[config.mk]
export PLATFORM = sky130hd
export DESIGN_NAME = lock_sequencer
export DESIGN_NICKNAME = d
export VERILOG_FILES = /design/src/rtl/lock_pkg.sv /design/src/rtl/lock_timer.sv /design/src/rtl/lock_sequencer.sv
export SDC_FILE = /design/constraint.sdc
export NUM_CORES = 1
export LEC_CHECK = 0
export ABC_AREA = 1
export ABC_CLOCK_PERIOD_IN_PS = 2000
export BUFFER_PORTS_ARGS = -buffer_cell sky130_fd_sc_hd__buf_2
export CAP_MARGIN = 20
export CORE_MARGIN = 4
export CORE_UTILIZATION = 55
export CTS_BUF_LIST = sky130_fd_sc_hd__clkbuf_8
export CTS_CLUSTER_DIAMETER = 120
export CTS_CLUSTER_SIZE = 30
export DETAILED_ROUTE_END_ITERATION = 8
export PLACE_DENSITY = 0.81
export SETUP_SLACK_MARGIN = 0.1
export SYNTH_ARGS = -nofsm -noshare
export SYNTH_HDL_FRONTEND = slang
export SYNTH_SLANG_ARGS = --single-unit
[constraint.sdc]
create_clock -name clk -period 2 [get_ports clk]
set_input_delay 0.2 -clock clk [delete_from_list [all_inputs] [get_ports clk]]
set_output_delay 0.2 -clock clk [all_outputs]
set_load 0.02 [all_outputs]
[src/rtl/lock_pkg.sv]
`default_nettype none
// ============================================================================
//  Module      : lock_pkg
//  Description : Shared types and constants for the door-lock keypad
//                sequencer: FSM state encoding, key codes, digit limits.
//  Revision    : 1.0  initial release
// ============================================================================
package lock_pkg;

   typedef enum logic [2:0] {
      ST_INIT    = 3'd0,
      ST_IDLE    = 3'd1,
      ST_ENTRY   = 3'd2,
      ST_CHECK   = 3'd3,
      ST_OPEN    = 3'd4,
      ST_SET     = 3'd5,
      ST_LOCKOUT = 3'd6
   } lock_state_t;

   localparam logic [3:0] KEY_STAR   = 4'hA;
   localparam logic [3:0] KEY_HASH   = 4'hB;

   localparam logic [2:0] MIN_DIGITS = 3'd4;
   localparam logic [2:0] MAX_DIGITS = 3'd6;

   // One-hot input-buffer slot for digit position idx (0..5).
   function automatic logic [5:0] digit_select(input logic [2:0] idx);
      return 6'b000001 << idx;
   endfunction

   // Codes 0..9 are BCD digits; everything above is a control or junk code.
   function automatic logic is_digit(input logic [3:0] code);
      return (code <= 4'd9);
   endfunction

endpackage
`default_nettype wire

[src/rtl/lock_timer.sv]
`default_nettype none
// ============================================================================
//  Module      : lock_timer
//  Description : Loadable 16-bit saturating down-counter. o_done flags the
//                last cycle of a timed window, so a load of 0 or 1 both give
//                a single-cycle window and a load of N gives N cycles.
//  Revision    : 1.0  initial release
// ============================================================================
module lock_timer (
   input  logic        clk,
   input  logic        reset,
   input  logic        i_load,
   input  logic [15:0] i_load_value,
   input  logic        i_en,
   output logic        o_done
);

   logic [15:0] r_count;

   // Load takes priority; otherwise count down while enabled, stopping at 0.
   always_ff @(posedge clk or negedge reset) begin
      if (!reset) begin
         r_count <= 16'd0;
      end else if (i_load) begin
         r_count <= i_load_value;
      end else if (i_en && (r_count != 16'd0)) begin
         r_count <= r_count - 16'd1;
      end
   end

   assign o_done = (r_count <= 16'd1);

endmodule
`default_nettype wire

[src/rtl/lock_sequencer.sv]
`default_nettype none
// ============================================================================
//  Module      : lock_sequencer
//  Description : Keypad-facing controller for the digital door lock. Turns
//                key strobes into input-buffer writes, compare/commit/clear
//                pulses, tracks failed attempts, times the open window and
//                the lockout, and runs the password-change sequence.
//  Revision    : 1.0  initial release
// ============================================================================
module lock_sequencer
   import lock_pkg::*;
#(
   parameter logic [15:0] OPEN_CYCLES    = 16'd50000,
   parameter logic [15:0] LOCKOUT_CYCLES = 16'd60000,
   parameter logic [1:0]  MAX_FAILS      = 2'd3
) (
   input  logic       clk,
   input  logic       reset,
   input  logic       key_valid,
   input  logic [3:0] key_code,
   input  logic       correct,
   output logic [3:0] data,
   output logic [5:0] cs,
   output logic [2:0] digit_count,
   output logic       compare,
   output logic       wr,
   output logic       clear_input,
   output logic       initialize,
   output logic       unlocked,
   output logic       alarm,
   output logic [1:0] fail_count
);

   lock_state_t r_state, w_state_next;

   logic [3:0]  r_data,        w_data_next;
   logic [5:0]  r_cs,          w_cs_next;
   logic [2:0]  r_digit_count, w_digit_count_next;
   logic        r_compare,     w_compare_next;
   logic        r_wr,          w_wr_next;
   logic        r_clear_input, w_clear_input_next;
   logic        r_initialize,  w_initialize_next;
   logic        r_unlocked,    w_unlocked_next;
   logic        r_alarm,       w_alarm_next;
   logic [1:0]  r_fail_count,  w_fail_count_next;

   logic        w_busy, w_key_ok, w_digit, w_star, w_hash;
   logic        w_room, w_enough, w_check_now, w_trip;
   logic [1:0]  w_fail_inc;
   logic        w_tmr_load, w_tmr_en, w_tmr_done;
   logic [15:0] w_tmr_value;

   // Keys landing on a pulse cycle are dropped rather than queued.
   assign w_busy      = r_compare | r_wr | r_clear_input | r_initialize;
   assign w_key_ok    = key_valid & ~w_busy;
   assign w_digit     = w_key_ok & is_digit(key_code);
   assign w_star      = w_key_ok & (key_code == KEY_STAR);
   assign w_hash      = w_key_ok & (key_code == KEY_HASH);
   assign w_room      = (r_digit_count < MAX_DIGITS);
   assign w_enough    = (r_digit_count >= MIN_DIGITS);
   // CHECK spends its first cycle with compare out; the comparator answer
   // is valid on the following edge.
   assign w_check_now = (r_state == ST_CHECK) && !r_compare;
   assign w_fail_inc  = (r_fail_count == 2'd3) ? 2'd3 : (r_fail_count + 2'd1);
   assign w_trip      = (w_fail_inc >= MAX_FAILS);

   assign w_tmr_load  = w_check_now;
   assign w_tmr_value = correct ? OPEN_CYCLES : LOCKOUT_CYCLES;
   assign w_tmr_en    = (r_state == ST_OPEN) || (r_state == ST_LOCKOUT);

   lock_timer u_timer (
      .clk          (clk),
      .reset        (reset),
      .i_load       (w_tmr_load),
      .i_load_value (w_tmr_value),
      .i_en         (w_tmr_en),
      .o_done       (w_tmr_done)
   );

   // State and every output are registered together.
   always_ff @(posedge clk or negedge reset) begin
      if (!reset) begin
         r_state       <= ST_INIT;
         r_data        <= 4'd0;
         r_cs          <= 6'd0;
         r_digit_count <= 3'd0;
         r_compare     <= 1'b0;
         r_wr          <= 1'b0;
         r_clear_input <= 1'b0;
         r_initialize  <= 1'b0;
         r_unlocked    <= 1'b0;
         r_alarm       <= 1'b0;
         r_fail_count  <= 2'd0;
      end else begin
         r_state       <= w_state_next;
         r_data        <= w_data_next;
         r_cs          <= w_cs_next;
         r_digit_count <= w_digit_count_next;
         r_compare     <= w_compare_next;
         r_wr          <= w_wr_next;
         r_clear_input <= w_clear_input_next;
         r_initialize  <= w_initialize_next;
         r_unlocked    <= w_unlocked_next;
         r_alarm       <= w_alarm_next;
         r_fail_count  <= w_fail_count_next;
      end
   end

   // Next-state selection from current state, accepted keys and timer.
   always_comb begin
      w_state_next = r_state;
      unique case (r_state)
         ST_INIT:    w_state_next = ST_IDLE;
         ST_IDLE: begin
            if (w_digit)                 w_state_next = ST_ENTRY;
            else if (w_star && w_enough) w_state_next = ST_CHECK;
         end
         ST_ENTRY: begin
            if (w_star)                  w_state_next = w_enough ? ST_CHECK : ST_IDLE;
            else if (w_hash)             w_state_next = ST_IDLE;
         end
         ST_CHECK: begin
            if (w_check_now) begin
               if (correct)              w_state_next = ST_OPEN;
               else if (w_trip)          w_state_next = ST_LOCKOUT;
               else                      w_state_next = ST_IDLE;
            end
         end
         ST_OPEN: begin
            if (w_hash)                  w_state_next = ST_SET;
            else if (w_tmr_done)         w_state_next = ST_IDLE;
         end
         ST_SET: begin
            // A pending commit (wr out) always finishes back in IDLE.
            if (r_wr)                    w_state_next = ST_IDLE;
            else if (w_star)             w_state_next = w_enough ? ST_SET : ST_IDLE;
            else if (w_hash)             w_state_next = ST_IDLE;
         end
         ST_LOCKOUT: begin
            if (w_tmr_done)              w_state_next = ST_IDLE;
         end
         default:                        w_state_next = ST_INIT;
      endcase
   end

   // Next registered output values; pulses default low, levels follow state.
   always_comb begin
      w_data_next        = r_data;
      w_cs_next          = 6'd0;
      w_digit_count_next = r_digit_count;
      w_compare_next     = 1'b0;
      w_wr_next          = 1'b0;
      w_clear_input_next = 1'b0;
      w_initialize_next  = 1'b0;
      w_fail_count_next  = r_fail_count;
      w_unlocked_next    = (w_state_next == ST_OPEN);
      w_alarm_next       = (w_state_next == ST_LOCKOUT);

      unique case (r_state)
         ST_INIT: begin
            w_initialize_next  = 1'b1;
            w_clear_input_next = 1'b1;
            w_digit_count_next = 3'd0;
         end
         ST_IDLE, ST_ENTRY: begin
            if (w_digit && w_room) begin
               w_data_next        = key_code;
               w_cs_next          = digit_select(r_digit_count);
               w_digit_count_next = r_digit_count + 3'd1;
            end else if (w_star && w_enough) begin
               w_compare_next     = 1'b1;
            end else if (w_star || (w_hash && (r_state == ST_ENTRY))) begin
               w_clear_input_next = 1'b1;
               w_digit_count_next = 3'd0;
            end
         end
         ST_CHECK: begin
            if (w_check_now) begin
               w_clear_input_next = 1'b1;
               w_digit_count_next = 3'd0;
               w_fail_count_next  = correct ? 2'd0 : w_fail_inc;
            end
         end
         ST_SET: begin
            if (r_wr) begin
               w_clear_input_next = 1'b1;
               w_digit_count_next = 3'd0;
            end else if (w_digit && w_room) begin
               w_data_next        = key_code;
               w_cs_next          = digit_select(r_digit_count);
               w_digit_count_next = r_digit_count + 3'd1;
            end else if (w_star && w_enough) begin
               // Count is held through the commit so storage sees the length.
               w_wr_next          = 1'b1;
            end else if (w_star || w_hash) begin
               w_clear_input_next = 1'b1;
               w_digit_count_next = 3'd0;
            end
         end
         ST_LOCKOUT: begin
            if (w_tmr_done) w_fail_count_next = 2'd0;
         end
         default: begin
         end
      endcase
   end

   assign data        = r_data;
   assign cs          = r_cs;
   assign digit_count = r_digit_count;
   assign compare     = r_compare;
   assign wr          = r_wr;
   assign clear_input = r_clear_input;
   assign initialize  = r_initialize;
   assign unlocked    = r_unlocked;
   assign alarm       = r_alarm;
   assign fail_count  = r_fail_count;

endmodule
`default_nettype wire

# Word level (Yosys, flattened, before mapping)

Index checks and enable logic that the tools add are counted.

Bits of input ports: 8
Output and inout port bits: 21
Logic and storage cells: 118
Register bits after elaboration: 40

Add/subtract/negate cells: 3
Shift operators: 1
Bitwise operators: 8
Eq/ne operators: 18
$lt $le $gt $ge: 5
Reduce and logical (&&, ||, !) cells: 19
Mux-type cells: 52

Operator list:

| cell                                                 | count |
|---|---|
| 2-to-1 mux 3 bit                                     | 20 |
| 2-to-1 mux 16 bit                                    | 2 |
| case mux 3 bit (7 select lines)                      | 1 |
| <= comparator 16 x 1 -> 1 bit, second input constant | 1 |
| nonzero test 16 bit                                  | 1 |
| subtractor 16 x 1 -> 16 bit, second input constant   | 1 |
| equality test 3 bit, second input constant           | 5 |
| 2-to-1 mux 1 bit                                     | 14 |
| 2-to-1 mux 14 bit                                    | 1 |
| 2-to-1 mux 6 bit                                     | 2 |
| case mux 3 bit (4 select lines)                      | 1 |
| case mux 6 bit (2 select lines)                      | 1 |
| 2-to-1 mux 2 bit                                     | 5 |
| equality test 4 bit, second input constant           | 2 |
| 2-to-1 mux 4 bit                                     | 2 |
| != test 4 bit, second input constant                 | 2 |
| case mux 4 bit (2 select lines)                      | 1 |
| equality test 3 x 2 -> 1 bit, second input constant  | 2 |
| != test 3 bit, second input constant                 | 2 |
| AND reduction 6 bit                                  | 1 |
| nonzero test 2 bit                                   | 3 |
| left shift 1 x 3 -> 6 bit, first input constant      | 1 |
| logical AND 1 bit                                    | 5 |
| AND 1 bit                                            | 4 |
| other kinds (21)                                     | 26 |

# Depth between registers and ports, before layout

Depth after elaboration: 12
Gate-level depth with buffers: 13
Depth with buffers taken out: 13

# Cells and area by module

Synthesis repeated with hierarchy kept, for this count alone.

Cell total of the unflattened synthesis: 349
Area total of the unflattened synthesis: 2675.1 um^2

Modules (own cells, without submodules):

| module         | sequential area each (um^2) | cells an instance | area each (um^2) | instances |
|---|---|---|---|---|
| lock_sequencer | 600.6                       | 172               | 1345.0           | 1 |
| lock_timer     | 400.4                       | 177               | 1330.0           | 1 |

# Worst setup path before layout

No wires, ideal clock.

Kind: register -> register
Start: reg u_timer.r_count[0]
End: reg r_alarm (netlist: alarm)
Setup time: 0.122 ns
Arrival: 1.369 ns
Stages on the path, launching flop included: 12
Buffers on the path: 0
Period minus slack after synthesis: 1.491 ns
Slack: 0.509 ns
Data required time: 1.878 ns
Cell sequence: dfrtp_1 -> inv_1 -> ha_1 -> inv_1 -> nand2_1 -> nand2_1 -> nor2_1 -> nand2_1 -> nand2_1 -> nand2_1 -> nor3_1 -> nor2_1

Word-level cells in the longest chain between the ends: 5

Ends and longest elaborated chain:

| what                                | RTL line                                     | RTL |
|---|---|---|
| start: declaration                  | lock_timer.sv:18                             | `logic [15:0] r_count;` |
| start signal: assignment            | lock_timer.sv:25                             | `r_count <= i_load_value;` |
| start signal: assignment            | lock_timer.sv:27                             | `r_count <= r_count - 16'd1;` |
| <= comparator 16 x 1 -> 1 bit (*)   | lock_timer.sv:31                             | `assign o_done = (r_count <= 16'd1);` |
| 2-to-1 mux 3 bit (*)                | lock_sequencer.sv:131, lock_sequencer.sv:140 |  |
| 2-to-1 mux 3 bit                    | lock_sequencer.sv:130                        | `if (w_hash) w_state_next = ST_SET;` |
| case mux 3 bit (7 select lines) (*) | lock_sequencer.sv:112                        | `unique case (r_state)` |
| equality test 3 bit (*)             | lock_sequencer.sv:157                        | `w_alarm_next = (w_state_next == ST_LOCKOUT);` |
| via w_alarm_next                    | lock_sequencer.sv:44                         | `logic r_alarm, w_alarm_next;` |
| end signal: assignment              | lock_sequencer.sv:104                        | `r_alarm <= w_alarm_next;` |
| end: declaration                    | lock_sequencer.sv:44                         |  |

Mark *: on every way through the listed nets, which the timed path passes. The rest lies on a longest branch.
A chain may end at the register's enable or synchronous reset.

# Worst setup path in the final report

Ends and elaborated chain as after synthesis.

==> metrics.md <==
| Metric | Value |
|---|---|
| PortBufs | `28` |
| Worst-Margin Slew | `roughly 500 ps` |
| Fin crit period | `roughly 1700 ps` |
| Top sig layer | `met4` |
| Vias in the first global route | `approximately 1900` |
| Max Clk Rate | `580.5 MHz` |
| Synth top area share | `42.19%` |
| HP Class | `input pin to flip-flop` |
| Skew final | `5.098 ps` |
| Fin Hold WS | `roughly 140 ps` |
| Metal1 wirelength | `2472 um` |
| Syn avg cell area | `7.437 um2` |
| Final ANT Viol Nets | `0` |
| Setup Crit Path Kind | `flip-flop to flip-flop` |
| Post-synth top cells | `nand2_1 (79), nor2_1 (49), inv_1 (41), dfrtp_1 (40), nand3_1 (24)` |
| Layout cell share with drive strength beyond 1 | `17.60%` |
| I/O pins | `29` |
| Ant. Diodes | `0` |
| Die span in x | `73.68 um` |
| First-pass GRT wire length | `8721 um` |
| Worst path required time | `2180 ps` |
| Post-route DRC violation count | `0` |
| Critical Path Source Type | `flip-flop` |
| Register bit total from synthesis | `40` |
| DR WL met3 | `338 um` |
| Final hold viol count | `0` |
| Seq/Total Area, Yosys | `42.19%` |
| Leakage | `about 1.4 nW` |
| Critical path fanouts, max | `4` |
| Nets | `373` |
| DR WL met2 | `2232 um` |
| Pins over their slew limit | `0` |
| Post-synth EDFFs | `0` |
| Slew Limit Headroom | `66.64%` |
| Top FF cell, synth | `dfrtp_1` |
| RSZ-0062 raised after global routing | `no` |
| Yosys warns | `0` |
| Async set-reset flop share out of synthesis | `100.0%` |
| Area grow syn2layout | `14.93%` |
| Leading area contributor after synthesis | `dfrtp_1` |
| Post-Synthesis Cells | `319` |
| Worst-path clk slew | `about 70 ps` |
| Die area | `5428 um2` |
| Setup violators final | `0` |
| H-Tree Depth | `2` |
| Initial Utilization | `58.05%` |
| DR pass1 iterations | `5` |
| CTS tree | `done` |
| Largest net degree at the start of global routing | `41` |
| Max Cap Viol | `0` |
| Total power | `3.457 mW` |
| Final period util | `between 80 and 90%` |
| CTS buffer count | `5` |
| RePlAce Congestion | `roughly 0.95` |
| Total core area | `4086 um2` |
| Critical path arrival | `1900 ps` |
| Root Buffer | `clkbuf_8` |
| Clk_lat worst skew | `300 ps` |
| Total gr overflow | `0` |
| Filler cells | `about 350` |
| Via count | `roughly 2100` |
| Synth Net Count | `335` |
| # rows | `23` |
| Detail Placement HPWL | `around 3900 um` |
| Chip Height | `around 74 um` |
| Antenna violations before repair | `0` |
| Maximum buffer depth of the clock tree | `2` |
| Setup TNS | `0 ps` |
| Status | `finished clean` |
| Mapped Area | `2372 um2` |
| DR iter-0 viols | `134` |
| Drt wl/cell | `12.59 um` |
| Most common cell in the netlist | `nand2_1` |
| PD cells | `1268 nW/um2` |
| Via/cell ratio | `5.157` |
| Worst setup EP type | `flip-flop` |
| Yosys cell types | `35` |
| Worst IR drop on VDD | `~0.8 mV` |
| Total GRT Usage | `between 20% and 30%` |
| Clock Sinks | `40` |
| Drt total wl | `5136 um` |
| Synth area leaders | `dfrtp_1 (42%), nand2_1 (13%), nor2_1 (7.8%), inv_1 (6.5%), nand3_1 (5.1%)` |
==> placed cells by master, fill, tap and decap left out, drive strengths merged, types with 6 or more instances in the layout <==
master,instances
inv,48
nand2,82
buf,33
dfrtp,40
nand3,28
o21ai,17
ha,8
nor2,57
a21oi,6
nor3,6
==> worst max-delay path: stages (launching register included) <==
cell     delay (ps)
dfrtp_1         420
inv_2           100
ha_1            190
inv_1            80
nand2_1          60
nand2_1          40
nor2_1          140
nand2_1         120
nand2_1         100
nand2_1          50
nor3_1          230
nor2_1           80
==> sequential cells by signal, summed over array words and instances, names as in the netlist <==
signal           flops
alarm                1
clear_input          1
compare              1
cs                   6
data                 4
digit_count          3
fail_count           2
initialize           1
r_state              3
u_timer.r_count     16
unlocked             1
wr                   1
==> layout make-up <==
class | count | area, um2 | share of cell area [%]
clock buffer | 5 | 68.82 | 2.524
timing repair buffer | 34 | 200.2 | 7.343
clock inverter | 3 | 38.79 | 1.423
tap | 50 | 62.56 | 2.295
inverter | 48 | 180.2 | 6.609
multi-input combinational | 228 | 1175 | 43.09
sequential | 40 | 1001 | 36.71
==> cell families (layout without fill, tap and decap cells) <==
group | after synthesis | count (layout) | share of synthesized area (%)
AO/OA/AOI/OAI | 32 | 32 | 7.543
XOR/XNOR | 4 | 4 | 1.477
adder cells (fa/ha/maj) | 8 | 8 | 4.220
buffers and inverters | 51 | 90 | 8.280
flip-flops | 40 | 40 | 42.19
AND/OR/NAND/NOR | 184 | 184 | 36.29
==> layer usage <==
metal	up-vias	global-route usage (%)
met5	-	0
met4	0	7.847
met3	8	4.651
met2	68	30.31
met1	947	30.44
li1	1081	-
==> path summary, 6_finish.rpt <==
| check | startpoint | to | slack, ps | cells past startpoint |
|---|---|---|---|---|
| hold / removal | key_code[3] | data[3] | 140 | 3 |
| max in group asynchronous | reset | data[3] | 1420 | 3 |
| setup / recovery | u_timer.r_count[0] | alarm | 280 | 11 |
| min in group asynchronous | reset | u_timer.r_count[14] | 390 | 3 |
| hold reg to reg | data[3] | data[3] | 470 | 2 |
| setup reg to reg | u_timer.r_count[0] | alarm | 280 | 11 |
==> metrics by stage <==
step	worst slack [ps]	area, um2	cells	utilization (%)
CTS	247.8	2719	407	66.53
detailed placement	267.2	2601	398	63.66
global placement	369.3	2601	398	63.66
global route	102.0	2726	408	66.72
finish	277.2	2726	408	66.72
floorplan	509.2	2372	319	-
==> repair_timing <==
item	in CTS	in global routing
endpoints found under the setup margin	0	2
buffers inserted	0	1
resized for setup	0	1
endpoints found under the hold margin	40	0
hold buffers	1	0
==> power breakdown <==
group | total [mW] | switching (mW) | internal (mW) | leakage (nW)
clock | 0.644 | 0.279 | 0.365 | 0.0593
sequential | 1.25 | 0.200 | 1.05 | 0.510
combinational | 1.57 | 1.04 | 0.529 | 0.872
total | 3.46 | 1.52 | 1.94 | 1.44
Note: power is estimated with default switching activity, not from simulation.
